$ cat config.mk
export PLATFORM = sky130hd
export DESIGN_NAME = fe_ic_fb_resp_flat
export DESIGN_NICKNAME = d
export VERILOG_FILES = /design/src/rtl/fe_ic_fb_resp_pkg.sv /design/src/rtl/fe_ic_fb_resp_if.sv /design/src/rtl/fe_rr_arb.sv /design/src/rtl/fe_ic_fb_resp.sv /design/src/flat_wrapper.sv
export SDC_FILE = /design/constraint.sdc
export NUM_CORES = 1
export LEC_CHECK = 0
export BUFFER_PORTS_ARGS = -buffer_cell sky130_fd_sc_hd__buf_4
export CORE_AREA = 2 2 134 136
export CTS_CLUSTER_SIZE = 30
export DETAILED_ROUTE_END_ITERATION = 6
export DIE_AREA = 0 0 136 138
export PLACE_DENSITY = 0.57
export SLEW_MARGIN = 0
export SYNTH_ARGS = -nofsm -noshare
export SYNTH_HDL_FRONTEND = slang
export SYNTH_SLANG_ARGS = --single-unit
$ cat constraint.sdc
create_clock -name clk -period 2.48 [get_ports clk]
set_clock_uncertainty 0.05 [all_clocks]
set_input_delay 0.124 -clock clk [delete_from_list [all_inputs] [get_ports clk]]
set_output_delay 0.124 -clock clk [all_outputs]
set_load 0.02 [all_outputs]
$ cat src/rtl/fe_ic_fb_resp_pkg.sv
// Shared types for the fetch-buffer to IC request/response path.
// Holds the packet structs, the ID tag type and the per-ID tracker entry.
package fe_ic_fb_resp_pkg;

  localparam int FE_NUM_FB_DEF    = 4;
  localparam int FE_MAX_OUTST_DEF = 4;
  localparam int FE_IC_ID_W       = $clog2(FE_MAX_OUTST_DEF);
  localparam int FE_FB_IDX_W      = $clog2(FE_NUM_FB_DEF);
  localparam int ADDR_W           = 32;
  localparam int DATA_W           = 32;

  typedef logic [FE_IC_ID_W-1:0] t_fe_ic_id;

  typedef struct packed {
    logic              valid;
    logic [ADDR_W-1:0] addr;
  } t_mem_req_pkt;

  typedef struct packed {
    logic              valid;
    logic [DATA_W-1:0] data;
  } t_mem_rsp_pkt;

  typedef struct packed {
    logic                   busy;
    logic [FE_FB_IDX_W-1:0] owner;
  } t_fe_ic_trk;

endpackage

$ cat src/rtl/fe_ic_fb_resp_if.sv
// Bundle of the FB-entry request/response lines and the IC port.
// master = the responder, slave = the FB array plus IC pipeline side.
interface fe_ic_fb_resp_if
  import fe_ic_fb_resp_pkg::*;
#(
  parameter int NUM_FB = FE_NUM_FB_DEF,
  parameter int ID_W   = FE_IC_ID_W
) ();

  logic         [NUM_FB-1:0] fb_req_rq;
  t_mem_req_pkt [NUM_FB-1:0] fb_req_pkt;
  logic         [NUM_FB-1:0] fb_req_gn;
  t_mem_rsp_pkt [NUM_FB-1:0] fb_rsp_pkt;
  logic                      ic_req_vld;
  t_mem_req_pkt              ic_req_pkt;
  logic         [ID_W-1:0]   ic_req_id;
  logic                      ic_req_rdy;
  t_mem_rsp_pkt              ic_rsp_pkt;
  logic         [ID_W-1:0]   ic_rsp_id;

  modport master (
    input  fb_req_rq, fb_req_pkt, ic_req_rdy, ic_rsp_pkt, ic_rsp_id,
    output fb_req_gn, fb_rsp_pkt, ic_req_vld, ic_req_pkt, ic_req_id
  );

  modport slave (
    output fb_req_rq, fb_req_pkt, ic_req_rdy, ic_rsp_pkt, ic_rsp_id,
    input  fb_req_gn, fb_rsp_pkt, ic_req_vld, ic_req_pkt, ic_req_id
  );

endinterface

$ cat src/rtl/fe_rr_arb.sv
// Combinational round-robin arbiter: first request at or after i_ptr, circular.
// Produces a onehot0 grant plus the winner index.
module fe_rr_arb #(
  parameter  int NUM_REQ = 4,
  localparam int IW      = (NUM_REQ > 1) ? $clog2(NUM_REQ) : 1
) (
  input  logic [NUM_REQ-1:0] i_req,
  input  logic [IW-1:0]      i_ptr,
  output logic [NUM_REQ-1:0] o_gnt,
  output logic [IW-1:0]      o_idx,
  output logic               o_any
);

  logic [IW-1:0] w_j;

  // Scan from the far end back toward i_ptr so the closest request wins last.
  always_comb begin
    o_gnt = '0;
    o_idx = '0;
    w_j   = '0;
    o_any = |i_req;
    for (int k = NUM_REQ - 1; k >= 0; k--) begin
      w_j = IW'((int'(i_ptr) + k) % NUM_REQ);
      if (i_req[w_j]) o_idx = w_j;
    end
    o_gnt[o_idx] = o_any;
  end

endmodule

$ cat src/rtl/fe_ic_fb_resp.sv
// IC-side responder: arbitrates FB entry requests onto the IC port with an ID tag
// and routes each tagged response back to its owning entry one cycle later.
module fe_ic_fb_resp
  import fe_ic_fb_resp_pkg::*;
#(
  parameter int NUM_FB    = FE_NUM_FB_DEF,
  parameter int MAX_OUTST = FE_MAX_OUTST_DEF
) (
  input  logic                   clk,
  input  logic                   reset,
  fe_ic_fb_resp_if.master        bus,
  output logic                   busy
);

  localparam int IDX_W = FE_FB_IDX_W;
  localparam int ID_W  = FE_IC_ID_W;

  t_fe_ic_trk [MAX_OUTST-1:0] r_trk;
  logic       [IDX_W-1:0]     r_rr_ptr;
  logic                       r_rsp_vld_p1;
  logic       [IDX_W-1:0]     r_rsp_owner_p1;
  logic       [DATA_W-1:0]    r_rsp_data_p1;

  logic [MAX_OUTST-1:0]      w_busy_vec;
  logic                      w_any_free;
  t_fe_ic_id                 w_free_id;
  logic [NUM_FB-1:0]         w_arb_gnt;
  logic [IDX_W-1:0]          w_win;
  logic                      w_any_rq;
  logic                      w_can_issue;
  logic                      w_issue;
  logic                      w_rsp_hit;
  t_mem_req_pkt              w_req_pkt;
  t_mem_rsp_pkt [NUM_FB-1:0] w_fb_rsp;

  fe_rr_arb #(.NUM_REQ(NUM_FB)) u_arb (
    .i_req (bus.fb_req_rq),
    .i_ptr (r_rr_ptr),
    .o_gnt (w_arb_gnt),
    .o_idx (w_win),
    .o_any (w_any_rq)
  );

  // Free-list: lowest-index ID whose tracker is not busy.
  always_comb begin
    w_busy_vec = '0;
    w_free_id  = '0;
    w_any_free = 1'b0;
    for (int i = MAX_OUTST - 1; i >= 0; i--) begin
      w_busy_vec[i] = r_trk[i].busy;
      if (!r_trk[i].busy) begin
        w_free_id  = t_fe_ic_id'(i);
        w_any_free = 1'b1;
      end
    end
  end

  assign w_can_issue = bus.ic_req_rdy & w_any_free;
  assign w_issue     = w_can_issue & w_any_rq;
  assign w_rsp_hit   = bus.ic_rsp_pkt.valid & r_trk[bus.ic_rsp_id].busy;

  always_comb begin
    w_req_pkt       = bus.fb_req_pkt[w_win];
    w_req_pkt.valid = 1'b1;
  end

  assign bus.fb_req_gn  = w_can_issue ? w_arb_gnt : '0;
  assign bus.ic_req_vld = w_issue;
  assign bus.ic_req_pkt = w_req_pkt;
  assign bus.ic_req_id  = w_free_id;
  assign busy           = |w_busy_vec;

  // Stage p1: one shared response flop, decoded out to the owning entry.
  always_comb begin
    w_fb_rsp = '0;
    for (int i = 0; i < NUM_FB; i++) begin
      w_fb_rsp[i].valid = r_rsp_vld_p1 && (r_rsp_owner_p1 == IDX_W'(i));
      w_fb_rsp[i].data  = r_rsp_data_p1;
    end
  end

  assign bus.fb_rsp_pkt = w_fb_rsp;

  // Grant and response touch different IDs: the granted ID is free, a hit ID is busy.
  always_ff @(posedge clk) begin
    if (reset) begin
      r_trk          <= '0;
      r_rr_ptr       <= '0;
      r_rsp_vld_p1   <= 1'b0;
      r_rsp_owner_p1 <= '0;
    end else begin
      r_rsp_vld_p1 <= w_rsp_hit;
      if (w_rsp_hit) begin
        r_rsp_owner_p1                <= r_trk[bus.ic_rsp_id].owner;
        r_trk[bus.ic_rsp_id].busy     <= 1'b0;
      end
      if (w_issue) begin
        r_trk[w_free_id].busy  <= 1'b1;
        r_trk[w_free_id].owner <= w_win;
        r_rr_ptr <= (w_win == IDX_W'(NUM_FB - 1)) ? '0 : w_win + 1'b1;
      end
    end
  end

  always_ff @(posedge clk) begin
    if (w_rsp_hit) r_rsp_data_p1 <= bus.ic_rsp_pkt.data;
  end

`ifdef ASSERT
  always_ff @(posedge clk) begin
    if (!reset) begin
      assert ($onehot0(bus.fb_req_gn)) else $error("fb_req_gn not onehot0");
      assert ((bus.fb_req_gn & ~bus.fb_req_rq) == '0) else $error("grant without request");
      if (bus.ic_rsp_pkt.valid)
        assert (r_trk[bus.ic_rsp_id].busy) else $error("response for idle ID dropped");
      if (w_issue)
        for (int i = 0; i < MAX_OUTST; i++)
          assert (!(r_trk[i].busy && r_trk[i].owner == w_win))
            else $error("entry already owns an outstanding ID");
    end
  end
`endif

endmodule

$ cat src/flat_wrapper.sv
// flat-port wrapper written by rule: the top's interface ports become plain ports
module fe_ic_fb_resp_flat import fe_ic_fb_resp_pkg::*;
#(
  parameter int NUM_FB    = FE_NUM_FB_DEF,
  parameter int MAX_OUTST = FE_MAX_OUTST_DEF
)
  (clk, reset, busy, bus_fb_req_rq, bus_fb_req_pkt, bus_ic_req_rdy, bus_ic_rsp_pkt, bus_ic_rsp_id, bus_fb_req_gn, bus_fb_rsp_pkt, bus_ic_req_vld, bus_ic_req_pkt, bus_ic_req_id);
  fe_ic_fb_resp_if #(.NUM_FB(NUM_FB), .ID_W(FE_IC_ID_W)) bus_i ();
  input  logic clk;
  input  logic reset;
  output logic busy;
  input wire logic [$bits(bus_i.fb_req_rq)-1:0] bus_fb_req_rq;
  input wire logic [$bits(bus_i.fb_req_pkt)-1:0] bus_fb_req_pkt;
  input wire logic [$bits(bus_i.ic_req_rdy)-1:0] bus_ic_req_rdy;
  input wire logic [$bits(bus_i.ic_rsp_pkt)-1:0] bus_ic_rsp_pkt;
  input wire logic [$bits(bus_i.ic_rsp_id)-1:0] bus_ic_rsp_id;
  output wire logic [$bits(bus_i.fb_req_gn)-1:0] bus_fb_req_gn;
  output wire logic [$bits(bus_i.fb_rsp_pkt)-1:0] bus_fb_rsp_pkt;
  output wire logic [$bits(bus_i.ic_req_vld)-1:0] bus_ic_req_vld;
  output wire logic [$bits(bus_i.ic_req_pkt)-1:0] bus_ic_req_pkt;
  output wire logic [$bits(bus_i.ic_req_id)-1:0] bus_ic_req_id;
  assign bus_i.fb_req_rq = bus_fb_req_rq;
  assign bus_i.fb_req_pkt = bus_fb_req_pkt;
  assign bus_i.ic_req_rdy = bus_ic_req_rdy;
  assign bus_i.ic_rsp_pkt = bus_ic_rsp_pkt;
  assign bus_i.ic_rsp_id = bus_ic_rsp_id;
  assign bus_fb_req_gn = bus_i.fb_req_gn;
  assign bus_fb_rsp_pkt = bus_i.fb_rsp_pkt;
  assign bus_ic_req_vld = bus_i.ic_req_vld;
  assign bus_ic_req_pkt = bus_i.ic_req_pkt;
  assign bus_ic_req_id = bus_i.ic_req_id;
  fe_ic_fb_resp #(.NUM_FB(NUM_FB), .MAX_OUTST(MAX_OUTST)) u_core (.clk(clk), .reset(reset), .bus(bus_i), .busy(busy));
endmodule
[Word level (Yosys, flattened, before mapping)]
Index checks and enable logic that the tools add are counted.
Storage, ports and cells
  bits in registers: 49
  bits of input ports: 174
  output and inout port bits: 173
  logic and storage cells: 84
Cells by class
  $add $sub $neg: 4
  $lt $le $gt $ge: 10
  equality and inequality tests: 4
  multiplexer cells: 40
  bitwise operators: 4
  reduce and logical (&&, ||, !) cells: 10
Operators with widths (count)
  $bmux W33 S2: 1
  $bwmux W12: 3
  $mux W12: 3
  $mux W32: 1
  $lt A2 B3 Y1 const B: 7
  $mux W2: 10
  $demux W3 S2: 3
  $mux W1: 9
  $mux W3: 3
  $bmux W1 S2: 4
  $reduce_or A4 Y1: 2
  $logic_and A1 B1 Y1: 7
  $bmux W3 S2: 1
  $eq A2 B2 Y1 const B: 3
  $ge A2 B1 Y1 const B: 3
  $add A2 B1 Y2 const B: 2
  $add A2 B2 Y2 const B: 2
  $and A4 B4 Y4: 1
  $mux W4: 1
  $and A1 B1 Y1: 3
  $demux W1 S2: 1
  $eq A2 B1 Y1 const B: 1
  $logic_not A2 Y1: 1

[Longest topological paths before layout]
  word-level depth: 13
  depth in mapped cells: 8
  depth with buffers taken out: 6

[Hierarchy]
Synthesis repeated with hierarchy kept, for this count alone.
Unflattened totals
  cells, all modules: 295
  area, all modules: 3547.2 µm²
Modules (own cells, without submodules)
  fe_ic_fb_resp: instances 1, cells an instance 262, area an instance 3335.7 µm², seq. area each 1301.2 µm²
  fe_rr_arb: instances 1, cells an instance 33, area an instance 211.5 µm², seq. area each 0.0 µm²

[Worst setup path before layout]
Ideal clock, no wire load.
  path kind: register to register
  start point: reg u_core.r_trk[5] in the netlist's numbering
  end point: reg u_core.r_rsp_data_p1[0], enable pin
  setup time: 0.387 ns
  data arrival time: 1.538 ns
  required time: 2.043 ns
  slack: 0.506 ns
  cell stages (with the launch flop): 5
  path buffers: 1
  period minus slack after synthesis: 1.974 ns
  cell sequence: dfxtp_1 clkbuf_1 mux4_2 nand2_1 inv_1
Between the ends
  cells in the longest elaborated chain, start to end: 3
RTL lines
  from (decl): RTL line fe_ic_fb_resp.sv:18  | t_fe_ic_trk [MAX_OUTST-1:0] r_trk;
  $bmux W3 S2: RTL line fe_ic_fb_resp.sv:60  | assign w_rsp_hit = bus.ic_rsp_pkt.valid & r_trk[bus.ic_rsp_id].busy;
  $mux W3 (implied by the code): RTL line fe_ic_fb_resp.sv:60
  $and A1 B1 Y1: RTL line fe_ic_fb_resp.sv:60
  named net u_core.w_rsp_hit: RTL line fe_ic_fb_resp.sv:32  | logic w_rsp_hit;
  to (signal assigned): RTL line fe_ic_fb_resp.sv:106  | if (w_rsp_hit) r_rsp_data_p1 <= bus.ic_rsp_pkt.data;
  to (decl): RTL line fe_ic_fb_resp.sv:22  | logic [DATA_W-1:0] r_rsp_data_p1;
The timed path passes the listed nets, and every way through them passes these cells. The select of a mux whose other input is x is not followed.
A chain may end at the register's enable or synchronous reset.

[Worst setup path after layout]
  start point: reg u_core.r_rr_ptr[0]
  end point: out bus_fb_req_gn[0]
Between the ends
  cells in the longest elaborated chain, start to end: 13
  elaborated cells between the ends (all ways): 22
  classes of those cells: add/sub: 3; order compare: 2; mux: 15; bitwise: 1; reduce/logical: 1
RTL lines
  from (decl): RTL line fe_ic_fb_resp.sv:19  | logic [IDX_W-1:0] r_rr_ptr;
  from (signal assigned): RTL line fe_ic_fb_resp.sv:100  | r_rr_ptr <= (w_win == IDX_W'(NUM_FB - 1)) ? '0 : w_win + 1'b1;
  $add A2 B2 Y2: RTL line fe_rr_arb.sv:23  | w_j = IW'((int'(i_ptr) + k) % NUM_REQ);
  $bmux W1 S2: RTL line fe_rr_arb.sv:24  | if (i_req[w_j]) o_idx = w_j;
  $mux W1 (implied by the code): RTL line fe_rr_arb.sv:24
  $mux W2 (3 in series): RTL line fe_rr_arb.sv:24
  $mux W2 (*): RTL line fe_rr_arb.sv:24
  $lt A2 B3 Y1 (implied by the code) / $ge A2 B1 Y1 (equally long branches): RTL line fe_rr_arb.sv:26  | o_gnt[o_idx] = o_any;
  $logic_and A1 B1 Y1 (implied by the code): RTL line fe_rr_arb.sv:26
  $mux W1 (implied by the code): RTL line fe_rr_arb.sv:26
  $demux W1 S2 (*): RTL line fe_rr_arb.sv:26
  $and A4 B4 Y4 (no source line) (*)
  $mux W4 (*): RTL line fe_ic_fb_resp.sv:67  | assign bus.fb_req_gn = w_can_issue ? w_arb_gnt : '0;
  to (decl): RTL line flat_wrapper.sv:17  | output wire logic [$bits(bus_i.fb_req_gn)-1:0] bus_fb_req_gn;
Every way passes the cells marked *; elsewhere a longest branch is shown, timed or not. The select of a mux whose other input is x is not followed.

==> run metrics <==
CP Launch Point=u_core.r_rr_ptr[0]; clock network fraction of total power=24.6%; met3 routed WL=1197 um; DIE AREA=between 15000 and 20000 um2; cell area after layout=around 6400 um2; CP Cell Sequence=o22ai_1 > a211oi_4 > inv_1 > ha_1 > and2_1 > buf_4; area delta synth->final=68.18%; NetSw=0.9397 mW; slowest CP cell=a211oi_4; setup tns final=0 ns; final period utilization=92.29%; standby leakage power=3.050 nW; Max H-tree Level=2; Worst IR Drop VDD=roughly 320 uV; wire per inst=between 15 and 20 um; total grt overflow=0; drt pass-1 iters=4; Core ar.=between 15000 and 20000 um2; HPWL Detailed=roughly 11000 um; critical path data arrival time=between 2 and 2.5 ns; sequential power share=a little under a third; hold wc startpoint=reset; startpoint types=flop; clock transition at the registers of the reported paths=0.07 ns; Tot GR Track Use=between 10% and 20%; I/O Pins=347; CTS Sinks=49; largest net degree at the start of global routing=33; RSZ-0062 raised after global routing=true; Logic pwr share=a little over two fifths; fin nets=around 810; cell-internal power=1.965 mW; Worst R2R Start=u_core.r_rr_ptr[0]; post-CTS sizing=0; switching part of the total=32.35%; Syn Std Cell Area=~3800 um2; Via density=between 4 and 5; CP Max Fanout=8; first-pass GRT wire length=between 15000 and 20000 um; # setup viols final=0; Initial Util=21.57%; die width=around 140 um; Routability Congestion=between 0.8 and 0.9; min-delay worst type=primary input to flop; Yosys top cell area share=a little over a quarter; achievable clock frequency=around 0.44 GHz; Crit path largest cell delay=just under 0.6 ns; async set-reset flop share out of synthesis=0%; non-filler cells, final=approximately 860; Buf/Inv on CP=2; worst-skew pair later-pin latency=roughly 0.29 ns; post-synth top area cell=mux2i_1; root buf cell=clkbuf_16; EDFF count, synth=32; routed wire length=13090 um; n_diodes=0; WL met2=about 7700 um; Placed Instance Area=5849 um2; predominant post-synthesis flop cell=edfxtp_1; Post-route DRC=0; Synth top cells by count=mux2i_1 (101), buf_4 (99), edfxtp_1 (32); Placed Instances=approximately 820; row count=49; Seq/Total Area, Yosys=between 30% and 40%; CTS buffer count=5; max_cap viols=0; DR top layer=met4; count leader, synth=mux2i_1; fraction of layout cells with a size suffix above 1=slightly below 60%; Synthesis Warnings=0; measured slew at the worst slew-check pin=between 0.5 and 0.6 ns; # port buffers=between 300 and 400; Syn Area/Cell=about 11 um2; Synthesized Nets=about 530; crit-path leading delay family=compound AO/OA/AOI/OAI gates; final hold vios=0; Clock Tree Buf Depth=2; Syn Inst Count=around 350; Synth area leaders=mux2i_1 (27%), edfxtp_1 (25%), buf_4 (20%), dfxtp_1 (9.0%), buf_12 (3.2%); CP required=~2.3 ns; M1 WL=about 3900 um; status=completed; P per Cell Area=approximately 460 nW/um2; Final min period=between 2 and 2.5 ns; Yosys cell types=37; Yosys reg bits=roughly 50; DIE HEIGHT=around 140 um; Iter 0 DRT Violations=56; final antenna-violating net count=0; Crit Path Category=flop to output port; CP endpoint kind=output port; CTS tree=done; vias in the first global route=around 3.6k; Slew Viols, Final=0; antenna violations before repair=0; vias post-DR=around 3.6k; Rel. slew slack=between 60% and 70%
[state kept, by name, summed over array words and instances (netlist names)]
| signal | flops |
|---|---|
| u_core.r_rr_ptr | 2 |
| u_core.r_rsp_data_p1 | 32 |
| u_core.r_rsp_owner_p1 | 2 |
| u_core.r_rsp_vld_p1 | 1 |
| u_core.r_trk | 12 |
[logic make-up (layout without fill, tap and decap cells)]
family          Yosys count  count (layout)  synth area share, %
fa+ha+maj                 3               3               0.9925
mux                     104             104                28.51
compound gates           29              29                5.392
buf+inv                 120             402                25.01
simple gates             45              45                5.591
other cells               1               1              0.09914
flops                    49              49                34.40
[power by group through the flow]
stage	Combinational, mW	Clock (mW)	Sequential (mW)
6_report	1.26	0.714	0.926
5_1_grt	1.34	0.772	0.930
4_1_cts	1.27	0.747	0.926
3_5_place_dp	1.22	0	0.944
3_3_place_gp	1.21	0	0.943
2_1_floorplan	0.716	0	0.943
[per-layer routing]
| layer | vias up | track usage [%] |
|---|---|---|
| met2 | 225 | 27.51 |
| met3 | 11 | 2.677 |
| met4 | 0 | 4.276 |
| li1 | 1695 | - |
| met5 | - | 0 |
| met1 | 1654 | 11.47 |
[final timing paths]
path	end	slack (ns)	cells past startpoint
min reg2reg	u_core.r_trk[10]	0.44	2
max reg2reg	u_core.r_rr_ptr[1]	0.66	5
max	bus_fb_req_gn[0]	0.19	6
min	u_core.r_trk[9]	0.09	2
[what timing repair did]
| action | 4_1_cts | 5_1_grt |
|---|---|---|
| buffers inserted | 0 | 5 |
| setup endpoints to repair | 0 | 9 |
| endpoints found under the hold margin | 32 | 0 |
| hold buffers | 32 | 0 |
[cells in the final DEF, fill, tap and decap left out, types with 2 or more instances in the layout]
master / netlist / final
mux4_2: 3 / 3
ha_1: 3 / 3
nand2b_1: 4 / 4
dlygate4sd3_1: 0 / 32
and2_1: 3 / 3
nor2_1: 19 / 19
o21ai_0: 6 / 6
dfxtp_1: 17 / 17
buf_4: 99 / 353
inv_1: 5 / 5
clkbuf_16: 0 / 5
and3_1: 2 / 2
a21oi_1: 11 / 11
edfxtp_1: 32 / 32
a211oi_1: 2 / 2
buf_12: 6 / 4
mux2i_1: 101 / 101
nand2_1: 11 / 11
o22ai_1: 2 / 2
[final cells by class]
class | count | area (um2)
clock buffer | 6 | 138.9
clock inverter | 2 | 15.01
fill | 1772 | 11170
inverter | 5 | 18.77
multi-input combinational | 182 | 1550
sequential | 49 | 1301
tap | 229 | 286.5
timing repair buffer | 389 | 3050
[stage by stage]
stage	worst slack [ns]	power (mW)	utilization [%]	hold WS, ns
3_5_place_dp	0.4077	2.167	33.36	0.2533
4_1_cts	0.07057	2.941	36.06	0.08458
3_3_place_gp	0.4661	2.149	33.36	0.2531
6_report	0.1912	2.904	36.28	0.09167
5_1_grt	-0.0005966	3.047	36.28	0.1030
2_1_floorplan	0.5055	1.659	-	0.1729
(Power assumes the default switching activity.)
